**src/rtl/lfsr_ks_arbiter.sv**
```systemverilog
// lfsr_ks_arbiter: controls an external Galois LFSR to produce keystream
// bytes. Two requesters share the stream through a round-robin arbiter. Each
// seed load is followed by a warm-up period whose bits are discarded.
//
// Handshake: ks_valid rises in HOLD with ks_byte/ks_id stable. It stays high
// until a cycle with ks_valid && ks_ready, which is the transfer. Only start
// or rst can withdraw the byte earlier.
module lfsr_ks_arbiter #(
  parameter int N      = 48,
  parameter int WARMUP = 64
) (
  input  logic         clk,
  input  logic         rst,
  input  logic         start,
  input  logic [N-1:0] seed_i,
  input  logic [N-1:0] taps_i,
  input  logic [1:0]   req,
  output logic [7:0]   ks_byte,
  output logic         ks_valid,
  output logic         ks_id,
  input  logic         ks_ready,
  output logic         ks_rdy_o,
  output logic         busy,
  output logic [15:0]  byte_cnt,
  output logic         lfsr_ld,
  output logic         lfsr_en,
  output logic [N-1:0] lfsr_seed,
  output logic [N-1:0] lfsr_taps,
  input  logic         lfsr_k,
  output logic [2:0]   fsm_state
);

  typedef enum logic [2:0] {
    IDLE = 3'd0,
    LOAD = 3'd1,
    WARM = 3'd2,
    ARB  = 3'd3,
    GEN  = 3'd4,
    HOLD = 3'd5
  } state_t;

  localparam logic [15:0] WARM_LAST = 16'(WARMUP - 1);

  state_t      state;
  logic        rr;
  logic        grant_id;
  logic [15:0] warm_cnt;
  logic [2:0]  bit_cnt;

  assign fsm_state = state;

  // Arbitration: a lone requester wins outright; a tie goes to the rr pointer.
  always_comb begin
    grant_id = req[1];
    if (req == 2'b11) grant_id = rr;
  end

  // Control FSM. Every output is a register set on the transition into its state.
  always_ff @(posedge clk) begin
    if (rst) begin
      state     <= IDLE;
      ks_byte   <= 8'd0;
      ks_valid  <= 1'b0;
      ks_id     <= 1'b0;
      ks_rdy_o  <= 1'b0;
      busy      <= 1'b0;
      byte_cnt  <= 16'd0;
      lfsr_ld   <= 1'b0;
      lfsr_en   <= 1'b0;
      lfsr_seed <= '0;
      lfsr_taps <= '0;
      rr        <= 1'b0;
      warm_cnt  <= 16'd0;
      bit_cnt   <= 3'd0;
    end else if (start) begin
      // start wins from any state. A same-cycle HOLD transfer is absorbed
      // because byte_cnt is cleared here anyway.
      state     <= LOAD;
      lfsr_seed <= seed_i;
      lfsr_taps <= taps_i;
      byte_cnt  <= 16'd0;
      rr        <= 1'b0;
      ks_valid  <= 1'b0;
      ks_rdy_o  <= 1'b0;
      busy      <= 1'b1;
      lfsr_ld   <= 1'b1;
      lfsr_en   <= 1'b0;
    end else begin
      case (state)
        IDLE: begin
          lfsr_ld <= 1'b0;
          lfsr_en <= 1'b0;
        end
        LOAD: begin
          state    <= WARM;
          warm_cnt <= 16'd0;
          lfsr_ld  <= 1'b0;
          lfsr_en  <= 1'b1;
        end
        WARM: begin
          if (warm_cnt == WARM_LAST) begin
            state    <= ARB;
            lfsr_en  <= 1'b0;
            ks_rdy_o <= 1'b1;
          end else begin
            warm_cnt <= warm_cnt + 16'd1;
          end
        end
        ARB: begin
          if (req != 2'b00) begin
            state   <= GEN;
            ks_id   <= grant_id;
            bit_cnt <= 3'd0;
            lfsr_en <= 1'b1;
          end
        end
        GEN: begin
          // lfsr_k is reg[0] before this edge's shift, so bits arrive LSB first.
          ks_byte[bit_cnt] <= lfsr_k;
          bit_cnt          <= bit_cnt + 3'd1;
          if (bit_cnt == 3'd7) begin
            state    <= HOLD;
            lfsr_en  <= 1'b0;
            ks_valid <= 1'b1;
          end
        end
        HOLD: begin
          if (ks_ready) begin
            state    <= ARB;
            ks_valid <= 1'b0;
            byte_cnt <= byte_cnt + 16'd1;
            rr       <= ~ks_id;
          end
        end
        default: begin
          state    <= IDLE;
          lfsr_ld  <= 1'b0;
          lfsr_en  <= 1'b0;
          ks_valid <= 1'b0;
          ks_rdy_o <= 1'b0;
          busy     <= 1'b0;
        end
      endcase
    end
  end

endmodule

```
**config.mk**
```make
export PLATFORM = sky130hd
export DESIGN_NAME = lfsr_ks_arbiter
export DESIGN_NICKNAME = d
export VERILOG_FILES = /design/src/rtl/lfsr_ks_arbiter.sv
export SDC_FILE = /design/constraint.sdc
export NUM_CORES = 1
export LEC_CHECK = 0
export BUFFER_PORTS_ARGS = -buffer_cell sky130_fd_sc_hd__buf_2
export CELL_PAD_IN_SITES_DETAIL_PLACEMENT = 0
export CELL_PAD_IN_SITES_GLOBAL_PLACEMENT = 1
export CORE_MARGIN = 5
export CORE_UTILIZATION = 36
export CTS_CLUSTER_DIAMETER = 100
export DETAILED_ROUTE_END_ITERATION = 10
export PLACE_DENSITY = 0.82
export SETUP_SLACK_MARGIN = 0.15
export SYNTH_ARGS = -nofsm -noshare
export SYNTH_HDL_FRONTEND = slang
export SYNTH_SLANG_ARGS = --single-unit
```
**constraint.sdc**
```tcl
create_clock -name clk -period 2.35 [get_ports clk]
set_clock_uncertainty 0.1 [all_clocks]
set_input_delay 0.47 -clock clk [delete_from_list [all_inputs] [get_ports clk]]
set_output_delay 0.47 -clock clk [all_outputs]
set_load 0.01 [all_outputs]
```
* Word level (Yosys, flattened, before mapping)
Index checks and enable logic that the tools add are counted.
** Word-level totals
- Bits in registers :: 149
- Input bits :: 103
- Output and inout bits :: 129
- Word-level logic and storage cells :: 93
** Cells by class
- $add $sub $neg :: 3
- $lt $le $gt $ge :: 2
- Equality and inequality tests :: 20
- Mux-type cells :: 27
- Bitwise operators :: 6
- Reductions and logical operators :: 20
** Operators by type and width (number)
- 16-bit by 1-bit adder with 16-bit output, second input constant :: 2
- 16-bit one-hot mux with 2 select lines :: 1
- 3-bit one-hot mux with 6 select lines :: 1
- 16-bit by 6-bit equality test with 1-bit output, second input constant :: 1
- 16-bit 2-to-1 mux :: 1
- 3-bit 2-to-1 mux :: 5
- 1-bit 2-to-1 mux :: 13
- 2-bit inequality test, second input constant :: 6
- 3-bit inequality test, second input constant :: 4
- 3-bit AND reduction :: 4
- 5-bit AND reduction :: 2
- 3-bit equality test, second input constant :: 3
- 8-bit bitwise mux :: 1
- 4-bit OR reduction :: 2
- 3-bit by 2-bit equality test with 1-bit output, second input constant :: 2
- 1-bit inverter :: 6
- 3-bit one-hot mux with 2 select lines :: 1
- 2-bit AND reduction :: 3
- 2-bit nonzero test :: 3
- 6-bit OR reduction :: 1
- 1-bit one-hot mux with 5 select lines :: 1
- 5-bit OR reduction :: 1
- 3-bit by 4-bit less-than comparator with 1-bit output, second input constant :: 1
- 2-bit by 1-bit inequality test with 1-bit output, second input constant :: 2
- other kinds (11) :: 11

* Longest topological paths before layout
- Depth in word-level cells :: 5
- Gate-level depth with buffers :: 6
- Depth with buffers taken out :: 6

* Least setup slack after synthesis
OpenSTA, ideal clock, no wires.
- Path kind :: in2reg
- Start point :: in start
- End point :: reg warm_cnt[15]
- Setup time :: 0.070 ns
- Arrival time :: 1.741 ns
- Data required time :: 2.180 ns
- Setup slack :: 0.439 ns
- Stages :: 5
- Path buffers :: 1
- Cells stage by stage :: buf_2 > nor4b_4 > nand4_2 > or4_1 > a21oi_1
** On the way
- Cells in the longest elaborated chain, start to end :: 2
** RTL lines
- start: declaration :: line 14 : input logic start,
- 1-bit inverter (no source line)
- 3-bit AND reduction (no source line)
- end signal: assignment :: line 106 : warm_cnt <= warm_cnt + 16'd1;
- end: declaration :: line 47 : logic [15:0] warm_cnt;
No other way between the ends.
A chain may end at the register's enable or synchronous reset.

* Worst setup path after layout
- Start point :: reg warm_cnt[1]
- End point :: reg ks_rdy_o
** On the way
- Cells in the longest elaborated chain, start to end :: 3
** RTL lines
- 16-bit by 6-bit equality test with 1-bit output :: line 101 : if (warm_cnt == WARM_LAST) begin
- 2-bit inequality test (no source line)
- 2-bit AND reduction (no source line)
- end signal: assignment :: line 84 : ks_rdy_o <= 1'b0;
- end signal: assignment :: line 104 : ks_rdy_o <= 1'b1;
- end signal: assignment :: line 140 : ks_rdy_o <= 1'b0;
- end: declaration :: line 22 : output logic ks_rdy_o,
No other way between the ends.

==> impl_metrics.toml <==
[synthesis]
synth_common_cells = "149 x dfxtp_1, 129 x nor2_1, 104 x mux2i_1"
synthArstFlopShare_pct = 0
syn_area_sq_um = 5940
synthCells = 612
synth_top_cell_area_share_pct = 50.2
syn_nets = 719
synthAdderAreaFrac_pct = 0.842
synthTopCellsByArea = "dfxtp_1 50%, mux2i_1 18%, nor2_1 8.1%"
synthDistinctLibCells = 52
ys_seq_area_share_pct = 50.2
yosysMostFrequentCell = "dfxtp_1"
synth_xor_area_share_pct = 1.62
synth_top_family_by_area = "simple AND/OR/NAND/NOR gates"
muxShareOfSynthArea_pct = 17.7
synth_seq_cells = 149
synthSimpleGateAreaFrac_pct = 19.4
ys_warn_count = 0
synth_compound_area_share_pct = 6.74
synth-edff-count = 0
syn_area_per_cell_sq_um = 9.71
synth_area_leader_cell = "dfxtp_1"
synthFlopType = "dfxtp_1"

[setup_path]
r2r_cells = 6
worstSetupStartpointType = "flip-flop"
required_ns = 2.59
rr_endpoint = "ks_rdy_o$_SDFFE_PP0P_"
cp_data_arrival_time_ns = 2.30
cp_max_fo = 6
cp-end-kind = "flip-flop"
r2r_start = "warm_cnt[1]$_SDFFE_PP0P_"
r2r_slack_ns = 0.29
crit_type = "reg2reg"

[routing]
antenna_left = 0
remaining_drc_errors = 0
dr.first_iter.drc_count = 173
wire_per_inst_microns = 14.6
dr_total_vias = 5036
vias_per_cell = 4.72
finalWirelength_mm = 15.6
dr.pass1.iters = 4

[floorplan]
coreArea_sq_um = 16400
initial_core_util_pct = 36.2
die_w_microns = 138
num_rows = 47
die_area_sq_um = 19200
ios = 232
die_h_microns = 138

[worst_hold_path]
hold_path_depth = 3
min_from = "seed_i[39]"
hp-class = "in2reg"
hold_end = "lfsr_seed[39]$_SDFFE_PP0P_"

[clock_tree]
cts_made_buffers = 17
clk_pin_slew_ns = 0.06
cts_tree = "done"
hold_buffers = 0
htree_levels = 4
clockBufferDepth = 2
numClockSinks = 149
clock_latency_ns = 0.42
clock-root-buffer = "clkbuf_16"

[pwr]
p_clk_share_pct = 44.7
powerDensity_nw_per_um2 = 736
p_int_mw = 4.42
pwr-share-seq_pct = 46.2
switching_share_pct = 23.9
ir_drop_v = 0.000485
power.static_leakage_nw = 3.77
p_sw_mw = 1.39
comb_power_share_pct = 9.1

[layout]
syn2layout_area_growth_pct = 32.8
final_layout_size_suffix_gt1_share_pct = 34.1
num_antenna_cells = 0
fin_nets = 941

[place]
dp_slack_ns = 0.278
numPortBuffers = 231
dp_hpwl_mm = 11.2
globalplace.congestion = 0.753

[sta]
min_period_over_period_pct = 87.6
finalSetupViolCount = 0
setup_tns_ns = 0
fmax_ghz = 0.486
final.setup.worst_slack_ns = 0.292
slew_headroom_pct = 57.4
hold_violations = 0
min_period_ns = 2.06
worst_pin_slew_ns = 0.639
drv_slew = 0
rsz0062_at_grt = "no"

[grt]
first_global_vias = 5063
grt_max_degree = 69
grtUsageTotal_pct = 16.1
globalRouteOverflowTotal = 0
grt_pass1_wl_mm = 25.4
antenna_found_initial = 0

[outcome]
outcome = "completed"

[flow_run]
maxCapViolCount = 0
per-layer routing:
layer / global-route usage, % / wire [microns] / vias up
li1: - / - / 2573
met1: 18.8 / 6600 / 2298
met2: 26.1 / 7300 / 151
met3: 7.70 / 1450 / 14
met4: 5.15 / 222 / 0
met5: 0 / 0 / -
sequential cells by signal, summed over array words and instances (netlist names):
name and count:
busy 1, lfsr_seed 48, ks_byte 8, lfsr_ld 1, lfsr_en 1, bit_cnt 3
warm_cnt 16, ks_valid 1, rr 1, ks_id 1, ks_rdy_o 1, lfsr_taps 48
fsm_state 3, byte_cnt 16
worst max path at each step:
stage	from	end	slack, ns	depth (start not counted)
floorplan	start	warm_cnt[15]$_SDFFE_PP0P_	0.44	5
global placement	start	byte_cnt[15]$_SDFFE_PP0P_	0.29	5
detailed placement	start	byte_cnt[15]$_SDFFE_PP0P_	0.28	5
CTS	warm_cnt[0]$_SDFFE_PP0P_	ks_rdy_o$_SDFFE_PP0P_	0.28	6
global route	fsm_state[2]$_SDFFE_PP0P_	ks_byte[2]$_SDFFE_PP0P_	0.16	5
finish	warm_cnt[1]$_SDFFE_PP0P_	ks_rdy_o$_SDFFE_PP0P_	0.29	6
cells by family (layout without fill, tap and decap cells):
logic type	after synthesis	after routing
fa+ha+maj	4	4
mux	105	105
compound gates	68	68
simple gates	227	227
xor+xnor	11	11
flops	149	149
buf+inv	48	283
critical path, stage by stage (launching register included):
cell and delay [ns]:
dfxtp_2 0.36, ha_4 0.16, or4bb_4 0.54, nor4_4 0.38, buf_4 0.20, a31oi_4 0.08
nor3b_2 0.17
per-stage QoR:
| stage | instance area [sq um] | std cells | total power [mW] | utilization, % | hold WS (ns) |
|---|---|---|---|---|---|
| detailed placement | 7300 | 1034 | 3.27 | 44.5 | 0.373 |
| floorplan | 5940 | 612 | 3.03 | - | 0.347 |
| CTS | 7870 | 1066 | 5.90 | 48.0 | 0.163 |
| finish | 7890 | 1067 | 5.81 | 48.1 | 0.184 |
| global placement | 7300 | 1034 | 3.27 | 44.5 | 0.365 |
| global route | 7890 | 1067 | 6.09 | 48.1 | 0.163 |
layout make-up:
type	instances	area, sq um
timing repair buffer	242	1260
fill	1587	8510
clock inverter	10	95.1
sequential	149	2990
multi-input combinational	415	2770
inverter	9	33.8
tap	220	275
clock buffer	22	474
cell usage in the layout (no fill, tap or decap), types with 3 or more instances in the layout:
master / Yosys / layout
buf_2: 15 / 229
dfxtp_1: 149 / 147
nor2_1: 129 / 129
mux2i_1: 104 / 104
a21oi_1: 34 / 34
o21ai_0: 17 / 17
clkbuf_16: 0 / 17
nand2_1: 16 / 16
or3_1: 14 / 14
nand3_1: 12 / 12
buf_4: 0 / 11
inv_1: 9 / 9
nand4_1: 9 / 9
xnor2_1: 7 / 7
o31ai_1: 6 / 6
or4_1: 6 / 6
and4_1: 4 / 4
xor2_1: 4 / 4
nor3_1: 4 / 4
nand2b_1: 4 / 4
nor2b_1: 3 / 3
nand4b_1: 3 / 3
ha_1: 4 / 3
clkbuf_8: 0 / 3
clkinv_2: 0 / 3
inv_6: 0 / 3
timing repair:
action	in CTS	in global routing
setup buffers	0	1
resized for setup	0	5
setup endpoints to repair	0	3
power by group through the flow:
| stage | Clock (mW) | Combinational, mW | Sequential, mW |
|---|---|---|---|
| 2_1_floorplan | 0 | 0.245 | 2.78 |
| 3_3_place_gp | 0 | 0.532 | 2.74 |
| 3_5_place_dp | 0 | 0.536 | 2.74 |
| 4_1_cts | 2.68 | 0.537 | 2.68 |
| 5_1_grt | 2.80 | 0.587 | 2.70 |
| 6_report | 2.60 | 0.528 | 2.68 |
(Power assumes the default switching activity.)
